$ cat config.mk
export PLATFORM = sky130hd
export DESIGN_NAME = control_estados
export DESIGN_NICKNAME = d
export VERILOG_FILES = /design/src/rtl/control_estados_pkg.sv /design/src/rtl/control_estados_contador_permanencia.sv /design/src/rtl/control_estados.sv
export SDC_FILE = /design/constraint.sdc
export NUM_CORES = 1
export LEC_CHECK = 0
export ABC_AREA = 1
export BUFFER_PORTS_ARGS = -buffer_cell sky130_fd_sc_hd__buf_4
export CAP_MARGIN = 20
export CORE_MARGIN = 5
export CORE_UTILIZATION = 45
export CTS_BUF_LIST = sky130_fd_sc_hd__clkbuf_2
export DETAILED_ROUTE_END_ITERATION = 8
export GPL_ROUTABILITY_DRIVEN = 0
export SLEW_MARGIN = 10
export SYNTH_ARGS = -nofsm -noshare
export SYNTH_HDL_FRONTEND = slang
export SYNTH_SLANG_ARGS = --single-unit
$ cat constraint.sdc
create_clock -name clk -period 5.2 [get_ports clk]
set_input_delay 0.26 -clock clk [delete_from_list [all_inputs] [get_ports clk]]
set_output_delay 0.26 -clock clk [all_outputs]
set_load 0.01 [all_outputs]
$ cat src/rtl/control_estados_pkg.sv
// Shared definitions for the virtual-pet state controller: state codes,
// level widths, the level bundle and the candidate-state priority function.
package control_estados_pkg;

  localparam int unsigned ESTADO_W = 3;
  localparam int unsigned NIVEL_W  = 2;

  localparam logic [NIVEL_W-1:0] NIVEL_LLENO = 2'd3;
  localparam logic [NIVEL_W-1:0] NIVEL_BAJO  = 2'd1;
  localparam logic [NIVEL_W-1:0] NIVEL_CERO  = 2'd0;

  typedef enum logic [ESTADO_W-1:0] {
    FELIZ      = 3'd0,
    TRISTE     = 3'd1,
    CANSADO    = 3'd2,
    HAMBRIENTO = 3'd3,
    ENFERMO    = 3'd4,
    MUERTO     = 3'd5
  } estado_t;

  // The four need levels coming from the mode counters.
  typedef struct packed {
    logic [NIVEL_W-1:0] animo;
    logic [NIVEL_W-1:0] energia;
    logic [NIVEL_W-1:0] descanso;
    logic [NIVEL_W-1:0] medicina;
  } niveles_t;

  // Candidate state from the levels; the most urgent need wins.
  function automatic estado_t candidato(input niveles_t n);
    if (n.medicina <= NIVEL_BAJO)      return ENFERMO;
    else if (n.energia <= NIVEL_BAJO)  return HAMBRIENTO;
    else if (n.descanso <= NIVEL_BAJO) return CANSADO;
    else if (n.animo <= NIVEL_BAJO)    return TRISTE;
    else                               return FELIZ;
  endfunction

  function automatic int unsigned max3(input int unsigned a,
                                       input int unsigned b,
                                       input int unsigned c);
    int unsigned m;
    m = (a > b) ? a : b;
    return (m > c) ? m : c;
  endfunction

endpackage

$ cat src/rtl/control_estados_contador_permanencia.sv
// Saturating persistence counter with clear / restart / enable.
//   clk, reset : clock, asynchronous active-low reset
//   clr        : force the count to 0 (no limit hit possible)
//   reinicio   : count from 0 instead of the held value this cycle
//   en         : increment this cycle
//   umbral     : threshold compared against the next count
//   limite_c   : next count reaches umbral; the count clears on that edge
module control_estados_contador_permanencia #(
  parameter int unsigned W = 8
) (
  input  logic         clk,
  input  logic         reset,
  input  logic         clr,
  input  logic         reinicio,
  input  logic         en,
  input  logic [W-1:0] umbral,
  output logic         limite_c
);

  logic [W-1:0] cuenta_q;
  logic [W-1:0] base;
  logic [W-1:0] cuenta_d;

  // Next count and threshold detection; saturates at all-ones.
  always_comb begin
    base     = reinicio ? '0 : cuenta_q;
    cuenta_d = base;
    limite_c = 1'b0;
    if (clr) begin
      cuenta_d = '0;
    end else if (en) begin
      if (base != '1) cuenta_d = base + W'(1);
      limite_c = (cuenta_d >= umbral);
    end
  end

  // Count register; a threshold hit consumes the count.
  always_ff @(posedge clk or negedge reset) begin
    if (!reset) cuenta_q <= '0;
    else        cuenta_q <= limite_c ? '0 : cuenta_d;
  end

endmodule

$ cat src/rtl/control_estados.sv
// Pet-state controller: turns the four need levels into a debounced global
// state, detects death and drives the feeding / medicine enables.
//   clk, reset        : clock, asynchronous active-low reset
//   test              : single-cycle pulse toggling the short dwell mode
//   nivel_*           : need levels 0..3 (3 = full)
//   estado            : current state code (FELIZ..MUERTO)
//   activo_comida     : enables the feeding mode button
//   activo_medicina   : enables the medicine mode button
//   modo_test         : short dwell mode active
module control_estados
  import control_estados_pkg::*;
#(
  parameter int unsigned DWELL      = 50_000_000,
  parameter int unsigned DWELL_TEST = 5_000_000,
  parameter int unsigned T_MUERTE   = 250_000_000
) (
  input  logic                clk,
  input  logic                reset,
  input  logic                test,
  input  logic [NIVEL_W-1:0]  nivel_animo,
  input  logic [NIVEL_W-1:0]  nivel_energia,
  input  logic [NIVEL_W-1:0]  nivel_descanso,
  input  logic [NIVEL_W-1:0]  nivel_medicina,
  output logic [ESTADO_W-1:0] estado,
  output logic                activo_comida,
  output logic                activo_medicina,
  output logic                modo_test
);

  localparam int unsigned CNT_MAX = max3(DWELL, DWELL_TEST, T_MUERTE);
  localparam int unsigned CNT_W   = $clog2(CNT_MAX + 1);

  niveles_t         niveles;
  estado_t          cand;
  estado_t          cand_prev_q;
  estado_t          estado_q;
  estado_t          estado_d;
  logic             muerto;
  logic             ambos_cero;
  logic             muerte_clr;
  logic             muerte_hit;
  logic             perm_clr;
  logic             perm_reinicio;
  logic             perm_hit;
  logic [CNT_W-1:0] umbral_perm;
  logic             modo_test_d;
  logic             activo_comida_d;
  logic             activo_medicina_d;

  assign niveles = {nivel_animo, nivel_energia, nivel_descanso, nivel_medicina};
  assign cand    = candidato(niveles);
  assign muerto  = (estado_q == MUERTO);

  // Death watch: both energia and medicina empty, frozen once dead.
  assign ambos_cero = (nivel_energia == NIVEL_CERO) && (nivel_medicina == NIVEL_CERO);
  assign muerte_clr = muerto || !ambos_cero;

  // Dwell: counts while a stable candidate differs from the current state;
  // a new candidate restarts the count at 1.
  assign perm_clr      = muerto || muerte_hit || (cand == estado_q);
  assign perm_reinicio = (cand != cand_prev_q);
  assign umbral_perm   = modo_test ? CNT_W'(DWELL_TEST) : CNT_W'(DWELL);

  control_estados_contador_permanencia #(.W(CNT_W)) u_permanencia (
    .clk      (clk),
    .reset    (reset),
    .clr      (perm_clr),
    .reinicio (perm_reinicio),
    .en       (1'b1),
    .umbral   (umbral_perm),
    .limite_c (perm_hit)
  );

  control_estados_contador_permanencia #(.W(CNT_W)) u_muerte (
    .clk      (clk),
    .reset    (reset),
    .clr      (muerte_clr),
    .reinicio (1'b0),
    .en       (1'b1),
    .umbral   (CNT_W'(T_MUERTE)),
    .limite_c (muerte_hit)
  );

  // Next state, test-mode toggle and enables; death beats dwell.
  always_comb begin
    estado_d    = estado_q;
    modo_test_d = modo_test;
    if (!muerto) begin
      if (muerte_hit)    estado_d = MUERTO;
      else if (perm_hit) estado_d = cand;
      if (test && !muerte_hit) modo_test_d = !modo_test;
    end
    activo_comida_d   = (estado_d != MUERTO) && (nivel_energia != NIVEL_LLENO);
    activo_medicina_d = (estado_d == ENFERMO);
  end

  // State and output registers.
  always_ff @(posedge clk or negedge reset) begin
    if (!reset) begin
      estado_q        <= FELIZ;
      cand_prev_q     <= FELIZ;
      modo_test       <= 1'b0;
      activo_comida   <= 1'b0;
      activo_medicina <= 1'b0;
    end else begin
      estado_q        <= estado_d;
      cand_prev_q     <= cand;
      modo_test       <= modo_test_d;
      activo_comida   <= activo_comida_d;
      activo_medicina <= activo_medicina_d;
    end
  end

  assign estado = ESTADO_W'(estado_q);

endmodule

Yosys cells after proc, flatten, opt, wreduce, memory -nomap -nowiden --
Index checks and enable logic that the tools add are counted.
Word-level totals: register bits 65, input port bits 11, output and inout port bits 6, logic and storage cells 55
Cells by class: add/sub/neg operators 2, order comparisons 6, equal/unequal tests 8, multiplexer cells 19, bitwise logic cells 1, reductions and logical operators 12
Operator list (count):
- 28-bit 2-to-1 mux | 9
- 28-bit by 1-bit adder with 28-bit output (second input constant) | 2
- 28-bit != test (second input constant) | 2
- 28-bit by 26-bit greater-or-equal comparator with 1-bit output | 1
- 28-bit greater-or-equal comparator (second input constant) | 1
- 26-bit 2-to-1 mux | 1
- 3-bit 2-to-1 mux | 4
- 2-bit by 1-bit less-or-equal comparator with 1-bit output (second input constant) | 4
- 3-bit equality test (second input constant) | 2
- 2-bit logical NOT | 2
- 2-bit 2-to-1 mux | 2
- 3-bit equality test | 1
- 1-bit logical AND | 3
- 1-bit logical NOT | 3
- 1-bit logical OR | 3
- 1-bit 2-to-1 mux | 3
- 3-bit != test | 1
- 3-bit != test (second input constant) | 1
- 2-bit != test (second input constant) | 1
- 2-bit AND reduction | 1
- 1-bit NOT | 1

Longest topological paths before layout --
Gate-level depths: netlist (run 1).
depth after elaboration 17, gate-level depth with buffers 33, gate-level depth less buffers 32

By module --
Synthesis (run 1) repeated with hierarchy kept, for this count alone.
Second synthesis, totals: cells, all modules 1193, area, all modules 7292.0 sq um
Modules (own cells, without submodules):
- control_estados_contador_permanencia | instances 2, cells each 562, area an instance 3390.8 sq um, sequential area each 700.7 sq um
- control_estados | instances 1, cells each 69, area an instance 510.5 sq um, sequential area each 225.2 sq um

Worst setup path after synthesis (run 1) --
OpenSTA, ideal clock, no wires.
kind input-to-reg, from in nivel_medicina[1], to reg activo_medicina, library setup time 0.115 ns, arrival 3.681 ns, required time 5.085 ns, slack 1.405 ns, stages 30, path buffers 2, cell sequence buf_6 > a21oi_1 > nor2_4 > nand2_1 > buf_2 > nor2_1 > ha_1 > nand2_1 > inv_1 > nand4_1 > nor2_2 > nand2_1 > inv_1 > nand4_1 > nand3_1 > or4_1 > xnor2_1 > inv_1 > ha_1 > inv_1 > nor2_1 > nand2_1 > nor2_4 > nand3_4 > nand3_4 > nand2_2 > nand2_1 > nand3_2 > nand2_1 > nor2_2
Between the ends: longest elaborated chain between the ends 13, elaborated cells on any way between the ends 22, classes of those cells 1 x add/sub; 2 x order compare; 4 x eq/ne; 9 x mux; 6 x reduce/logical
Ends and longest elaborated chain:
- start, declared | line control_estados.sv:23 | input logic [NIVEL_W-1:0] nivel_medicina,
- 2-bit by 1-bit less-or-equal comparator with 1-bit output | line control_estados_pkg.sv:31 | if (n.medicina <= NIVEL_BAJO) return ENFERMO;
- 3-bit 2-to-1 mux | line control_estados_pkg.sv:31
- 3-bit != test | line control_estados.sv:61 | assign perm_reinicio = (cand != cand_prev_q);
- 28-bit 2-to-1 mux | line control_estados_contador_permanencia.sv:26 | base = reinicio ? '0 : cuenta_q;
- 28-bit by 1-bit adder with 28-bit output / 28-bit != test (equally long branches) | line control_estados_contador_permanencia.sv:32 | if (base != '1) cuenta_d = base + W'(1);
- 28-bit 2-to-1 mux | line control_estados_contador_permanencia.sv:32
- 28-bit 2-to-1 mux | line control_estados_contador_permanencia.sv:29 | if (clr) begin
- 28-bit by 26-bit greater-or-equal comparator with 1-bit output | line control_estados_contador_permanencia.sv:33 | limite_c = (cuenta_d >= umbral);
- 1-bit 2-to-1 mux | line control_estados_contador_permanencia.sv:29
- 3-bit 2-to-1 mux | line control_estados.sv:90 | else if (perm_hit) estado_d = cand;
- 3-bit 2-to-1 mux * | line control_estados.sv:89 | if (muerte_hit) estado_d = MUERTO;
- 3-bit 2-to-1 mux * | line control_estados.sv:88 | if (!muerto) begin
- net estado_d[2] | line control_estados.sv:37 | estado_t estado_d;
- 3-bit equality test * | line control_estados.sv:94 | activo_medicina_d = (estado_d == ENFERMO);
- net activo_medicina_d | line control_estados.sv:48 | logic activo_medicina_d;
- end signal, assigned | line control_estados.sv:110 | activo_medicina <= activo_medicina_d;
- end, declared | line control_estados.sv:26 | output logic activo_medicina,
The timed path passes the listed nets; every way through them passes the cells marked *. The select of a mux whose other input is x is not followed. A chain may end at the register's enable or synchronous reset.

Final worst setup path (run 1) --
from in nivel_medicina[1], to reg u_permanencia.cuenta_q[2]
Between the ends: longest elaborated chain between the ends 10, elaborated cells on any way between the ends 20, classes of those cells 1 x add/sub; 2 x order compare; 3 x eq/ne; 8 x mux; 6 x reduce/logical
Ends and longest elaborated chain:
- 2-bit by 1-bit less-or-equal comparator with 1-bit output * | line control_estados_pkg.sv:31
- 3-bit 2-to-1 mux * | line control_estados_pkg.sv:31
- net cand[2] | line control_estados.sv:34 | estado_t cand;
- 3-bit != test | line control_estados.sv:61
- 28-bit 2-to-1 mux | line control_estados_contador_permanencia.sv:26
- 28-bit by 1-bit adder with 28-bit output / 28-bit != test (equally long branches) | line control_estados_contador_permanencia.sv:32
- 28-bit 2-to-1 mux | line control_estados_contador_permanencia.sv:32
- 28-bit 2-to-1 mux | line control_estados_contador_permanencia.sv:29
- 28-bit by 26-bit greater-or-equal comparator with 1-bit output | line control_estados_contador_permanencia.sv:33
- 1-bit 2-to-1 mux | line control_estados_contador_permanencia.sv:29
- 28-bit 2-to-1 mux * | line control_estados_contador_permanencia.sv:40 | else cuenta_q <= limite_c ? '0 : cuenta_d;
- end signal, assigned | line control_estados_contador_permanencia.sv:40
- end, declared | line control_estados_contador_permanencia.sv:20 | logic [W-1:0] cuenta_q;
Marks and branches as above.

==> results of run 1 <==
## state kept, by name, indices dropped and copies added, names as in the netlist
| name | flops |
|---|---|
| cand_prev_q | 3 |
| estado | 3 |
| u_permanencia.cuenta_q | 28 |
| modo_test | 1 |
| activo_medicina | 1 |
| u_muerte.cuenta_q | 28 |
| activo_comida | 1 |
## per-stage QoR
step / area (sq um) / hold WS [ns] / worst slack [ns] / instances
after global routing: 5306 / 0.01560 / 0.06426 / 857
after detailed placement: 5094 / 0.4160 / 0.5430 / 832
final: 5306 / 0.09403 / 0.5079 / 857
after floorplan: 4912 / -0.03559 / 1.405 / 690
after CTS: 5306 / 0.01781 / 0.5509 / 857
after global placement: 5094 / 0.4149 / 0.6270 / 832
## worst paths after layout
kind / slack, ns / to / start
worst max-delay path: 0.51 / u_permanencia.cuenta_q[2] / nivel_medicina[1]
worst min-delay path: 0.09 / cand_prev_q[0] / nivel_energia[1]
worst max register to register: 0.58 / u_permanencia.cuenta_q[2] / cand_prev_q[2]
worst min register to register: 0.59 / u_muerte.cuenta_q[20] / u_muerte.cuenta_q[20]
max in group asynchronous: 4.31 / u_permanencia.cuenta_q[26] / reset
min in group asynchronous: 0.34 / estado[1] / reset
## placed cells by master, fill, tap and decap left out, types with 5 or more instances in the layout
cell type / count
nand2_1: 141
nor2_1: 104
inv_1: 102
dfrtp_1: 65
nand3_1: 55
nand4_1: 37
a21oi_1: 24
buf_4: 19
xnor2_1: 17
xor2_1: 16
nor3_1: 16
ha_1: 16
clkbuf_2: 9
dlygate4sd3_1: 9
nand2_2: 7
nor2_2: 7
nor4_1: 7
o21ai_0: 5
a21oi_2: 5
## kinds of logic (layout without fill, tap and decap cells)
logic type / after synthesis / after routing
AO/OA/AOI/OAI: 46 / 46
XOR/XNOR: 33 / 33
adder cells (fa/ha/maj): 16 / 16
buffers and inverters: 123 / 150
flip-flops: 65 / 65
multiplexers: 1 / 1
other: 1 / 2
AND/OR/NAND/NOR: 404 / 404
## routing by layer
layer,vias to the layer above,part of all wire
li1,2276,-
met2,80,0.50
met1,2071,0.44
met3,21,0.034
met5,-,0
met4,0,0.028
## what timing repair did
item                      4_1_cts  5_1_grt
resized for setup               0        0
hold endpoints to repair       71        0
hold buffers                    9        0
## power by group
group | total, W | internal, W | switching, W
Sequential | 0.000571 | 0.000533 | 0.0000372
Combinational | 0.000330 | 0.000115 | 0.000215
Clock | 0.000323 | 0.000115 | 0.000208
Total | 0.00122 | 0.000764 | 0.000461
## worst max-delay path: stages
cell           delay (ns)
dlygate4sd3_1        0.54
buf_4                0.17
clkinv_2             0.08
nand2_1              0.06
nand2_1              0.05
nand2_2              0.08
nor2_4               0.03
nand2_1              0.19
nor2_1               0.12
ha_1                 0.27
nand2_1              0.11
nor2_1               0.06
nand3_1              0.10
nor2_1               0.08
nand3_1              0.16
nand3_1              0.09
nor2_1               0.17
nand4_1              0.18
nor3_1               0.41
nand3_1              0.20
xnor2_1              0.24
inv_1                0.07
ha_1                 0.28
nand3_1              0.08
nand2_1              0.09
a21oi_4              0.25
nand4_4              0.43
a21oi_1              0.27
## area by class of cell
class,count,share of cell area
Multi-Input combinational cell,502,0.5183
Sequential cell,65,0.3065
Inverter,106,0.07522
Timing Repair Buffer,28,0.04386
Tap cell,140,0.03301
Clock inverter,7,0.01462
Clock buffer,9,0.008489
==> flow_summary.json, run 1 <==
{
  "outcome": "finished, final reports clean",
  "rows": 38,
  "criticalPathCategory": "input port to flip-flop",
  "holdPathStages": 4,
  "io_buffers": 14,
  "synth_seq_area_share": 0.3314,
  "netlist_area_sq_um": 4908,
  "syn2layout_area_growth_pct": 8.106,
  "worstPathArrival_ns": 5.13,
  "first_iter_violations": 198,
  "power_w": 0.001225,
  "setup_viol": 0,
  "final.min_clock_period_ns": 4.692,
  "dr_total_vias": 4448,
  "layout-drive-gt1-share": 0.1102,
  "max-vdd-ir-drop_mv": 0.2290,
  "synth_cell_types": 47,
  "cts_num_sinks": 65,
  "async_reset_ff_frac": 1.000,
  "n_antenna_cell": 0,
  "seq_area_sq_um": 1627,
  "postSynthAreaPerCell_sq_um": 7.124,
  "muxShareOfSynthArea": 0.002039,
  "drt_pass1_iterations": 4,
  "power.density_nw_per_um2": 230.8,
  "routedWlPerCell_um": 14.02,
  "end_kind": "flip-flop",
  "clock_skew_ns": 0.02812,
  "rr_worst_depth": 26,
  "dieArea_sq_um": 13100,
  "yosys-top-cells-count": "nand2_1 (141), nor2_1 (104), inv_1 (102)",
  "grtUsageMet2": 0.3314,
  "gr-total-overflow": 0,
  "use_met3": 0.04334,
  "drv_cap": 0,
  "use_met1": 0.2339,
  "grt_max_degree": 66,
  "die_height_um": 114.4,
  "synth_fa_ha_area_frac": 0.04079,
  "ys_seq_elements": 65,
  "vias_per_cell": 5.190,
  "synth_compound_area_frac": 0.05914,
  "core_area_sq_um": 10750,
  "synth_top_family_by_area": "simple AND/OR/NAND/NOR gates",
  "cts_buffers": 9,
  "final_util": 0.4938,
  "fin_crit_sh": 0.9023,
  "synth_top_cell_area_share": 0.3314,
  "htreeDepth": 3,
  "ioPinCount": 17,
  "antenna_found_initial": 0,
  "fin_nets": 739,
  "root_buffer": "clkbuf_2",
  "hold_violations": 0,
  "fill_cells": 1116,
  "clock.fmax_ghz": 0.2131,
  "cp_max_fo": 25,
  "drc": 0,
  "max-slew-margin-rel": 0.4280,
  "die_w_um": 114.4,
  "synthCells": 689,
  "min_path_type": "input port to flip-flop",
  "yosys_warnings": 0,
  "tns_ns": 0,
  "synthFlopType": "dfrtp_1",
  "cts.path.max_buffers": 2,
  "gr-max-usage-layer": "met2",
  "multiInputGateArea_sq_um": 2750,
  "total_leakage_power_nw": 2.531,
  "yosys.area.top_type": "dfrtp_1",
  "rsz0062_at_grt": "no",
  "ant_nets": 0,
  "insertion_delay_ns": 0.53,
  "initial_core_util": 0.4568,
  "drt-total-wl_mm": 12.02,
  "start_kind": "input port",
  "yosysMostFrequentCell": "nand2_1",
  "worstPathRequired_ns": 5.64,
  "grt_usage": 0.1930,
  "max_slew.worst_pin.slew_ns": 0.8559,
  "synthTopCellsByArea": "dfrtp_1 (33%), nand2_1 (11%), nor2_1 (8.0%)",
  "synth-edff-count": 0,
  "cts_tree": "yes",
  "clk_pin_slew_ns": 0.21,
  "yosys.area_share.simple": 0.3979,
  "final_max_slew_viol_count": 0,
  "first_global_vias": 4267,
  "place_hpwl_mm": 8.835,
  "grt_pass1_wl_mm": 20.16,
  "post_synth_xor_area_fraction": 0.05888,
  "cts_setup_buffers": 0
}
Note: power is estimated with default switching activity, not from simulation.
==> run 2: changes to the inputs <==
CTS_BUF_LIST = sky130_fd_sc_hd__clkbuf_8   (was sky130_fd_sc_hd__clkbuf_2)
==> flow_summary.json, run 2 (synthesized netlist as in run 1, its figures left out) <==
{
  "outcome": "finished, final reports clean",
  "crit_slowest_cell": "nand4_4",
  "drt_pass1_iterations": 4,
  "initial_core_util": 0.4568,
  "grt_max_degree": 66,
  "insertion_delay_ns": 0.35,
  "ant_nets": 0,
  "first_iter_violations": 211,
  "setup_viol": 0,
  "clock.fmax_ghz": 0.2183,
  "rows": 38,
  "use_met1": 0.2324,
  "max-vdd-ir-drop_mv": 0.2288,
  "drc": 0,
  "drv_cap": 0,
  "reg_top3": "u_muerte.cuenta_q: 28 flops, u_permanencia.cuenta_q: 28 flops",
  "worstPathArrival_ns": 4.84,
  "first_global_vias": 4240,
  "n_antenna_cell": 0,
  "die_height_um": 114.4,
  "cts_buffers": 9,
  "clock_skew_ns": 0.008148,
  "syn2layout_area_growth_pct": 7.877,
  "final_max_slew_viol_count": 0,
  "grt_usage": 0.1904,
  "layout_common_cells": "nand2_1 (141), nor2_1 (104), inv_1 (102)",
  "max_stage_delay_ns": 0.42,
  "die_w_um": 114.4,
  "hold_violations": 0,
  "vias_per_cell": 5.205,
  "clk_pin_slew_ns": 0.08,
  "htreeDepth": 3,
  "criticalPathCategory": "flip-flop to flip-flop",
  "cts.path.max_buffers": 2,
  "start_kind": "flip-flop",
  "dieArea_sq_um": 13100,
  "hold_buffers": 0,
  "grt_pass1_wl_mm": 19.99,
  "worstPathRequired_ns": 5.46,
  "routedWlPerCell_um": 14.08,
  "place_hpwl_mm": 8.835,
  "layout_commonest_cell": "nand2_1",
  "layout-drive-gt1-share": 0.1116,
  "dr_total_vias": 4414,
  "cp_common_cell": "nand2_1",
  "grtUsageMet2": 0.3314,
  "core_area_sq_um": 10750,
  "fin_crit_sh": 0.8808,
  "cts_resized": 0,
  "antenna_found_initial": 0,
  "power.density_nw_per_um2": 252.8,
  "final.min_clock_period_ns": 4.580,
  "fin_nets": 730,
  "path_delay_family": "simple AND/OR/NAND/NOR gates",
  "final_util": 0.4928,
  "ioPinCount": 17,
  "tns_ns": 0,
  "end_kind": "flip-flop",
  "drt-total-wl_mm": 11.94,
  "root_buffer": "clkbuf_8",
  "use_met3": 0.03964,
  "cts_tree": "yes",
  "gr-max-usage-layer": "met2",
  "rsz0062_at_grt": "no",
  "gr-total-overflow": 0,
  "io_buffers": 14,
  "total_leakage_power_nw": 2.521,
  "cp_max_fo": 25,
  "cts_num_sinks": 65,
  "worst-path-buf-inv": 4,
  "max_slew.worst_pin.slew_ns": 0.8676,
  "min_path_type": "input port to async pin",
  "cts_setup_buffers": 0,
  "max-slew-margin-rel": 0.4202
}
-- run 2: changes by cell type in the layout (fill, tap and decap cells not counted), sizes merged --
cell	delta
dlygate4sd3	-9
-- run 2: worst register-to-register path, cell delays in order, from the launching register on --
cell and delay (ns):
dfrtp_1 0.38, inv_1 0.05, nand2_1 0.04, nand2_1 0.07, nand2_2 0.07, nor2_4 0.08, nand2_1 0.16, nor2_1 0.25
ha_1 0.31, nand2_1 0.10, inv_1 0.06, nand4_1 0.14, nor2_2 0.33, nand2_1 0.09, inv_1 0.09, nand4_1 0.18
nand3_1 0.22, nor2_1 0.07, xor2_1 0.18, inv_1 0.06, ha_1 0.28, a21o_1 0.16, nand3_1 0.07, nand2_1 0.09
a21oi_4 0.25, nand4_4 0.42, a21oi_1 0.27
-- run 2: where the power goes --
group | leakage [nW] | total (W) | internal (W) | switching (W)
Combinational | 1.54 | 0.000323 | 0.000109 | 0.000214
Clock | 0.100 | 0.000446 | 0.000225 | 0.000220
Sequential | 0.884 | 0.000570 | 0.000533 | 0.0000374
-- run 2: cell type report --
class | instances | area [sq um]
clock buffer | 9 | 123.9
clock inverter | 7 | 77.57
fill | 1110 | 5450
inverter | 106 | 399.1
multi-input combinational | 502 | 2750
sequential | 65 | 1627
tap | 140 | 175.2
timing repair buffer | 19 | 142.6
-- run 2: metal layers --
metal	share of wire	routed length [um]
met3	0.033	396
met5	0	0
met2	0.51	6038
met1	0.44	5217
met4	0.024	290
-- run 2: per-stage QoR --
step | instances | power (W) | hold WS [ns] | setup slack (ns) | area (sq um)
finish | 848 | 0.001339 | 0.003510 | 0.6198 | 5295
global route | 848 | 0.001422 | 0.05296 | 0.1386 | 5295
CTS | 848 | 0.001358 | 0.02374 | 0.6092 | 5295
detailed placement | 832 | 0.0009062 | 0.4160 | 0.5430 | 5094
global placement | 832 | 0.0008951 | 0.4149 | 0.6270 | 5094
floorplan | 690 | 0.0008111 | -0.03559 | 1.405 | 4912
-- run 2: path summary, 6_finish.rpt --
kind	cells past startpoint	startpoint	slack, ns	endpoint
max in group asynchronous	1	reset	4.64	u_permanencia.cuenta_q[2]
worst max register to register	26	cand_prev_q[2]	0.62	u_permanencia.cuenta_q[2]
min in group clk	2	nivel_energia[0]	0.10	activo_comida
worst max-delay path	26	cand_prev_q[2]	0.62	u_permanencia.cuenta_q[2]
worst min-delay path	1	reset	0.004	estado[1]
worst min register to register	3	u_muerte.cuenta_q[20]	0.57	u_muerte.cuenta_q[20]
